===== src/rtl/adc_pkg.sv =====
// rtl/adc_pkg.sv - shared state type, constants and config-word builder for the LTC2308 capture block
package adc_pkg;

  localparam int NUM_SAMPLES = 128;
  localparam int ADDR_W      = $clog2(NUM_SAMPLES);
  localparam int SAMPLE_W    = 12;
  localparam int CFG_W       = 6;

  localparam logic CFG_SD  = 1'b1;
  localparam logic CFG_UNI = 1'b1;
  localparam logic CFG_SLP = 1'b0;

  typedef enum logic [2:0] {
    IDLE,
    CONV_HI,
    CONV_WAIT,
    SHIFT,
    STORE,
    GAP,
    DONE
  } state_t;

  // LTC2308 din word, MSB first: S/D, O/S, S1, S0, UNI, SLP
  function automatic logic [CFG_W-1:0] build_cfg(input logic [2:0] ch);
    return {CFG_SD, ch[0], ch[2], ch[1], CFG_UNI, CFG_SLP};
  endfunction

endpackage


===== src/rtl/adc_ltc2308_capture_if.sv =====
// rtl/adc_ltc2308_capture_if.sv - ADC pins, capture control and sample-RAM write port
interface adc_ltc2308_capture_if;
  import adc_pkg::*;

  logic                start;
  logic [2:0]          cfg_channel;
  logic                spi_sdo;
  logic                spi_sdi;
  logic                spi_scl;
  logic                CONVST;
  logic [ADDR_W-1:0]   sample_addr;
  logic [SAMPLE_W-1:0] sample_data;
  logic                sample_we;
  logic                busy;
  logic                done;

  modport master (
    input  start, cfg_channel, spi_sdo,
    output spi_sdi, spi_scl, CONVST, sample_addr, sample_data, sample_we, busy, done
  );

  modport slave (
    output start, cfg_channel, spi_sdo,
    input  spi_sdi, spi_scl, CONVST, sample_addr, sample_data, sample_we, busy, done
  );

endinterface


===== src/rtl/spi_shift_engine.sv =====
// rtl/spi_shift_engine.sv - SCK generator with 6-bit config shift-out and 12-bit result shift-in
module spi_shift_engine
  import adc_pkg::*;
#(
  parameter int CLK_DIV = 2
) (
  input  logic                clk,
  input  logic                rst_n,
  input  logic                i_go,
  input  logic [CFG_W-1:0]    i_cfg,
  input  logic                i_sdo,
  output logic                o_sck,
  output logic                o_sdi,
  output logic                o_fin,
  output logic [SAMPLE_W-1:0] o_data
);

  localparam int               DIV_W    = (CLK_DIV > 1) ? $clog2(CLK_DIV) : 1;
  localparam logic [DIV_W-1:0] DIV_LAST = DIV_W'(CLK_DIV - 1);
  localparam logic [3:0]       LAST_BIT = 4'(SAMPLE_W - 1);

  logic                r_active;
  logic [DIV_W-1:0]    r_div;
  logic [3:0]          r_bit;
  logic                r_sck;
  logic                r_sdi;
  logic [CFG_W-1:0]    r_cfg;
  logic [SAMPLE_W-1:0] r_shift;
  logic                w_phase_end;

  assign w_phase_end = r_active && (r_div == DIV_LAST);

  // Zero-fill on r_cfg makes sdi fall to 0 by itself once the six config bits are out.
  always_ff @(posedge clk or negedge rst_n) begin
    if (!rst_n) begin
      r_active <= 1'b0;
      r_div    <= '0;
      r_bit    <= '0;
      r_sck    <= 1'b0;
      r_sdi    <= 1'b0;
      r_cfg    <= '0;
      r_shift  <= '0;
    end else if (i_go) begin
      r_active <= 1'b1;
      r_div    <= '0;
      r_bit    <= '0;
      r_sck    <= 1'b0;
      r_sdi    <= i_cfg[CFG_W-1];
      r_cfg    <= {i_cfg[CFG_W-2:0], 1'b0};
    end else if (r_active) begin
      if (w_phase_end) begin
        r_div <= '0;
        if (!r_sck) begin
          r_sck   <= 1'b1;
          r_shift <= {r_shift[SAMPLE_W-2:0], i_sdo};
        end else begin
          r_sck <= 1'b0;
          r_sdi <= r_cfg[CFG_W-1];
          r_cfg <= {r_cfg[CFG_W-2:0], 1'b0};
          if (r_bit == LAST_BIT) begin
            r_active <= 1'b0;
          end else begin
            r_bit <= r_bit + 4'd1;
          end
        end
      end else begin
        r_div <= r_div + 1'b1;
      end
    end
  end

  assign o_fin  = w_phase_end && r_sck && (r_bit == LAST_BIT);
  assign o_sck  = r_sck;
  assign o_sdi  = r_sdi;
  assign o_data = r_shift;

endmodule


===== src/rtl/adc_ltc2308_capture.sv =====
// rtl/adc_ltc2308_capture.sv - LTC2308 capture sequencer: dummy conversion then NUM_SAMPLES stored results
module adc_ltc2308_capture
  import adc_pkg::*;
#(
  parameter int CLK_DIV     = 2,
  parameter int CONV_CYCLES = 80,
  parameter int GAP_CYCLES  = 19
) (
  input logic                   ref_clk,
  input logic                   reset_n,
  adc_ltc2308_capture_if.master bus
);

  localparam int CNT_MAX = (CONV_CYCLES > GAP_CYCLES) ? CONV_CYCLES : GAP_CYCLES;
  localparam int CNT_W   = $clog2(CNT_MAX + 1);

  localparam logic [CNT_W-1:0]  CONVST_LAST = CNT_W'(1);
  localparam logic [CNT_W-1:0]  CONV_LAST   = CNT_W'(CONV_CYCLES - 1);
  localparam logic [CNT_W-1:0]  GAP_LAST    = CNT_W'(GAP_CYCLES - 1);
  localparam logic [ADDR_W-1:0] ADDR_LAST   = ADDR_W'(NUM_SAMPLES - 1);

  state_t              r_state;
  state_t              w_state_n;
  logic [CNT_W-1:0]    r_cnt;
  logic                r_start_d;
  logic                w_start_rise;
  logic [2:0]          r_channel;
  logic                r_dummy;
  logic [ADDR_W-1:0]   r_addr;
  logic [SAMPLE_W-1:0] r_data;
  logic                r_we;
  logic                r_convst;
  logic                r_busy;
  logic                r_done;
  logic                w_go;
  logic                w_fin;
  logic                w_sck;
  logic                w_sdi;
  logic                w_store_we;
  logic [CFG_W-1:0]    w_cfg;
  logic [SAMPLE_W-1:0] w_shift_data;

  assign w_start_rise = bus.start & ~r_start_d;
  assign w_cfg        = build_cfg(r_channel);
  assign w_store_we   = (w_state_n == STORE) && !r_dummy;

  always_ff @(posedge ref_clk or negedge reset_n) begin
    if (!reset_n) begin
      r_state <= IDLE;
      r_cnt   <= '0;
    end else begin
      r_state <= w_state_n;
      r_cnt   <= (w_state_n != r_state) ? '0 : r_cnt + 1'b1;
    end
  end

  always_comb begin
    w_state_n = r_state;
    w_go      = 1'b0;
    case (r_state)
      IDLE:      if (w_start_rise) w_state_n = CONV_HI;
      CONV_HI:   if (r_cnt == CONVST_LAST) w_state_n = CONV_WAIT;
      CONV_WAIT: begin
        if (r_cnt == CONV_LAST) begin
          w_state_n = SHIFT;
          w_go      = 1'b1;
        end
      end
      SHIFT:     if (w_fin) w_state_n = STORE;
      STORE:     w_state_n = (!r_dummy && (r_addr == ADDR_LAST)) ? DONE : GAP;
      GAP:       if (r_cnt == GAP_LAST) w_state_n = CONV_HI;
      DONE:      w_state_n = IDLE;
      default:   w_state_n = IDLE;
    endcase
  end

  // Outputs are registered from the next state so they line up with the state they belong to.
  always_ff @(posedge ref_clk or negedge reset_n) begin
    if (!reset_n) begin
      r_start_d <= 1'b0;
      r_channel <= '0;
      r_dummy   <= 1'b0;
      r_addr    <= '0;
      r_data    <= '0;
      r_we      <= 1'b0;
      r_convst  <= 1'b0;
      r_busy    <= 1'b0;
      r_done    <= 1'b0;
    end else begin
      r_start_d <= bus.start;
      r_convst  <= (w_state_n == CONV_HI);
      r_busy    <= (w_state_n != IDLE);
      r_done    <= (w_state_n == DONE);
      r_we      <= w_store_we;
      if (w_store_we) begin
        r_data <= w_shift_data;
      end
      if ((r_state == IDLE) && w_start_rise) begin
        r_channel <= bus.cfg_channel;
        r_dummy   <= 1'b1;
      end
      // The last address is held through DONE so the wrap to 0 only happens on the way to IDLE.
      if (r_state == STORE) begin
        r_dummy <= 1'b0;
        if (!r_dummy && (r_addr != ADDR_LAST)) begin
          r_addr <= r_addr + 1'b1;
        end
      end
      if (r_state == DONE) begin
        r_addr <= '0;
      end
    end
  end

  spi_shift_engine #(
    .CLK_DIV (CLK_DIV)
  ) u_spi (
    .clk    (ref_clk),
    .rst_n  (reset_n),
    .i_go   (w_go),
    .i_cfg  (w_cfg),
    .i_sdo  (bus.spi_sdo),
    .o_sck  (w_sck),
    .o_sdi  (w_sdi),
    .o_fin  (w_fin),
    .o_data (w_shift_data)
  );

  assign bus.spi_scl     = w_sck;
  assign bus.spi_sdi     = w_sdi;
  assign bus.CONVST      = r_convst;
  assign bus.sample_addr = r_addr;
  assign bus.sample_data = r_data;
  assign bus.sample_we   = r_we;
  assign bus.busy        = r_busy;
  assign bus.done        = r_done;

endmodule

===== src/flat_wrapper.sv =====
// flat-port wrapper written by rule: the top's interface ports become plain ports
module adc_ltc2308_capture_flat import adc_pkg::*;
#(
  parameter int CLK_DIV     = 2,
  parameter int CONV_CYCLES = 80,
  parameter int GAP_CYCLES  = 19
)
  (ref_clk, reset_n, bus_start, bus_cfg_channel, bus_spi_sdo, bus_spi_sdi, bus_spi_scl, bus_CONVST, bus_sample_addr, bus_sample_data, bus_sample_we, bus_busy, bus_done);
  adc_ltc2308_capture_if bus_i ();
  input logic ref_clk;
  input logic reset_n;
  input wire logic [$bits(bus_i.start)-1:0] bus_start;
  input wire logic [$bits(bus_i.cfg_channel)-1:0] bus_cfg_channel;
  input wire logic [$bits(bus_i.spi_sdo)-1:0] bus_spi_sdo;
  output wire logic [$bits(bus_i.spi_sdi)-1:0] bus_spi_sdi;
  output wire logic [$bits(bus_i.spi_scl)-1:0] bus_spi_scl;
  output wire logic [$bits(bus_i.CONVST)-1:0] bus_CONVST;
  output wire logic [$bits(bus_i.sample_addr)-1:0] bus_sample_addr;
  output wire logic [$bits(bus_i.sample_data)-1:0] bus_sample_data;
  output wire logic [$bits(bus_i.sample_we)-1:0] bus_sample_we;
  output wire logic [$bits(bus_i.busy)-1:0] bus_busy;
  output wire logic [$bits(bus_i.done)-1:0] bus_done;
  assign bus_i.start = bus_start;
  assign bus_i.cfg_channel = bus_cfg_channel;
  assign bus_i.spi_sdo = bus_spi_sdo;
  assign bus_spi_sdi = bus_i.spi_sdi;
  assign bus_spi_scl = bus_i.spi_scl;
  assign bus_CONVST = bus_i.CONVST;
  assign bus_sample_addr = bus_i.sample_addr;
  assign bus_sample_data = bus_i.sample_data;
  assign bus_sample_we = bus_i.sample_we;
  assign bus_busy = bus_i.busy;
  assign bus_done = bus_i.done;
  adc_ltc2308_capture #(.CLK_DIV(CLK_DIV), .CONV_CYCLES(CONV_CYCLES), .GAP_CYCLES(GAP_CYCLES)) u_core (.ref_clk(ref_clk), .reset_n(reset_n), .bus(bus_i));
endmodule

===== config.mk =====
export PLATFORM = sky130hd
export DESIGN_NAME = adc_ltc2308_capture_flat
export DESIGN_NICKNAME = d
export VERILOG_FILES = /design/src/rtl/adc_pkg.sv /design/src/rtl/adc_ltc2308_capture_if.sv /design/src/rtl/spi_shift_engine.sv /design/src/rtl/adc_ltc2308_capture.sv /design/src/flat_wrapper.sv
export SDC_FILE = /design/constraint.sdc
export NUM_CORES = 1
export LEC_CHECK = 0
export ABC_AREA = 1
export CAP_MARGIN = 20
export CORE_MARGIN = 3
export CORE_UTILIZATION = 28
export DETAILED_ROUTE_END_ITERATION = 12
export GPL_ROUTABILITY_DRIVEN = 0
export GPL_TIMING_DRIVEN = 0
export PLACE_DENSITY_LB_ADDON = 0.3
export SKIP_CTS_REPAIR_TIMING = 1
export SKIP_LAST_GASP = 1
export SYNTH_ARGS = -nofsm -noshare
export SYNTH_HDL_FRONTEND = slang
export SYNTH_SLANG_ARGS = --single-unit

===== constraint.sdc =====
create_clock -name ref_clk -period 2.7 [get_ports ref_clk]
set_input_delay 0.54 -clock ref_clk [delete_from_list [all_inputs] [get_ports ref_clk]]
set_output_delay 0.54 -clock ref_clk [all_outputs]
set_load 0.02 [all_outputs]

==> results.md <==
- Status: finished clean
- Inserted Diodes: 0
- Area of the mapped netlist: between 2000 and 3000 um2
- Wire length on met2: 2.49 mm
- Avg Cell Area, Syn: 9.22 um2
- Worst r2r src: u_core.u_spi.r_bit[0]
- Via density: about 4.4
- Drt first pass iters: 4
- #FFs+latches synth: between 60 and 70
- Clk Latency, worst-skew pair: ~340 ps
- Synth cell count leaders: 62 x dfrtp_1, 61 x nand2_1, 35 x inv_1
- WP data arrival: between 1000 and 1500 ps
- Post-synth EDFFs: 0
- Clock Skew: approximately 13 ps
- Worst Path Buf+Inv: 1
- Static Leak: ~1.6 nW
- Slew Viols, Final: 0
- Clock period minus worst slack: roughly 2000 ps
- CP max stage cell: clkdlybuf4s50_1
- Via count: about 2.1k
- Fraction of registers with async set/reset: 1.00
- Hold Path Class: input port to asynchronous set/reset pin
- Placed Cells: 475
- Routed len/inst: 11.3 um
- Post-synth cell types: 30
- GRT overflow: 0
- Register-to-register setup slack: slightly below 900 ps
- Die width: between 100 and 150 um
- Number of synthesis warnings: 0
- Most frequent cell after synthesis: dfrtp_1
- Die Y: roughly 110 um
- Fin crit share: 0.732
- Max Fclk: 0.506 GHz
- Drt total wl: approximately 5.5 mm
- Top cell type's share of synthesized area: 0.541
- Core area: approximately 10000 um2
- Leading area contributor after synthesis: dfrtp_1
- Unrepaired setup endpoints after global routing: no
- Initial antenna violation count: 0
- Initial core utilization: 0.291
- Tightest Pin Transition: just under 800 ps
- Fin cells: approximately 500
- Total track usage: 0.110
- DRT antenna net count: 0
- TritonCTS clock tree: done
- Clock slew at reported path FFs: approximately 80 ps
- Overall die area: between 10000 and 15000 um2
- Critical Path Source Type: flop
- Inserted Clock Buffers: 9
- Metal3 WL: around 190 um
- Max_slew headroom: 0.481
- Top delay family on crit path: buffers and inverters
- Crit end category: output port
- Final hold violations: 0
- Vias in the first global route: approximately 2.1k
- Setup CP Type: flop to output port
- Top post-synthesis cells by area: dfrtp_1 54%, nand2_1 8.0%, o21ai_0 4.9%
- Final setup fails: 0
- Synth-to-Final Area Change: 24.4%
- DP Wirelength: 3.91 mm
- Fin area: about 3600 um2
- Met1 wire length: 2.79 mm
- FP Rows: 36
- Total Negative Setup Slacks: 0 ps
- PD cells: about 530 nW/um2
- Max cap viols: 0
- Initial DRC Count: 90
- Critical Path RT: about 2200 ps
- Worst stage delay on the critical path: around 650 ps
- Mapped Cells: around 310
- Layout cells sized above 1: 0.162
- Critical-path cell list: clkdlybuf4s50_1
- First-pass GRT wire length: slightly above 10 mm
- Largest net degree at the start of global routing: 63
- Worst-path maximum fanout: 6
- Top FF cell, synth: dfrtp_1
- Nets: around 370
- Sequential fraction of the synthesis area: 0.541
- Clock buffer depth: 2
- Reg2reg end: u_core.bus.sample_data[3]
- Post-Syn Nets: 323
- Total clock sinks: 62
- Top layer in use: met4
- Port Buffers: 31
- Reg2reg path depth: 7
- Clock Root Buffer: clkbuf_8
- Placed cell areas: ~3300 um2
- CP Launch Point: u_core.bus.sample_addr[4]
- H-tree depth: 3
- Drt drc: 0
- Peak VDD IR: between 0.2 and 0.3 mV
- # IOs: 32
flip-flops by register name (all words and copies together), names as in the netlist, 3 cells and up:
name,cells
u_core.u_spi.o_data,12
u_core.r_cnt,7
u_core.bus.sample_addr,7
u_core.bus.sample_data,12
u_core.r_state,3
u_core.r_channel,3
u_core.u_spi.r_cfg,4
u_core.u_spi.r_bit,4
cell families (layout without fill, tap and decap cells):
family | count (synthesis) | after routing | share of synthesized area
flops | 62 | 62 | 0.541
xor+xnor | 8 | 8 | 0.0244
compound gates | 42 | 42 | 0.0768
mux | 1 | 1 | 0.00393
simple gates | 146 | 146 | 0.268
buf+inv | 47 | 94 | 0.0637
fa+ha+maj | 5 | 5 | 0.0218
power by group:
group          total [mW]  internal, mW  switching (mW)
Sequential          0.930         0.929        0.000504
Combinational      0.0284       0.00811          0.0203
Clock               0.933         0.531           0.402
layout by cell type, fill, tap and decap left out, types with 2 or more instances in the layout:
master | synthesis | final
o21ai_0 | 28 | 28
nor3_1 | 4 | 4
nand2_2 | 6 | 6
inv_6 | 0 | 3
nand3_4 | 2 | 2
clkbuf_8 | 0 | 9
clkdlybuf4s50_1 | 0 | 30
nand3_1 | 20 | 20
a21oi_1 | 6 | 6
ha_1 | 5 | 5
nor2_2 | 4 | 4
inv_2 | 6 | 6
xnor2_1 | 2 | 2
bufinv_16 | 0 | 2
dfrtp_1 | 62 | 62
o211ai_1 | 3 | 3
nand3b_1 | 2 | 2
o21ai_1 | 4 | 4
nand4_1 | 5 | 5
nor3_2 | 8 | 8
xor2_1 | 6 | 6
nor2_4 | 2 | 2
nor2_1 | 24 | 24
nand2_1 | 61 | 61
nand3_2 | 5 | 5
buf_2 | 4 | 4
inv_1 | 35 | 35
per-stage QoR:
stage	setup slack [ps]	hold WS (ps)	power [mW]	utilization
finish	723	267	1.89	0.362
CTS	694	295	1.91	0.362
global placement	-955	467	0.979	0.339
global route	637	315	1.97	0.362
floorplan	1060	244	0.951	-
detailed placement	721	464	0.978	0.339
layer usage:
layer,vias up,global-route usage
li1,1094,-
met1,1007,0.157
met2,38,0.157
met3,6,0.0253
met4,0,0.0530
met5,-,0
how the worst max path moves through the flow:
stage / to / slack (ps) / cells after the start
CTS: bus_sample_addr[4] / 690 / 1
global route: bus_sample_addr[4] / 640 / 1
finish: bus_sample_addr[4] / 720 / 1
global placement: u_core.r_cnt[3] / -950 / 1
detailed placement: u_core.r_cnt[1] / 720 / 10
floorplan: u_core.r_cnt[0] / 1060 / 9
area by class of cell:
| class | count | area [um2] |
|---|---|---|
| plain buffers | 6 | 28.8 |
| clock buffers | 9 | 124 |
| clock inverters | 7 | 103 |
| fillers | 1015 | 6300 |
| inverters | 41 | 154 |
| multi-input cells | 202 | 1130 |
| flip-flops and latches | 62 | 1550 |
| well taps | 133 | 166 |
| repair buffers | 31 | 308 |
Note: power is estimated with default switching activity, not from simulation.
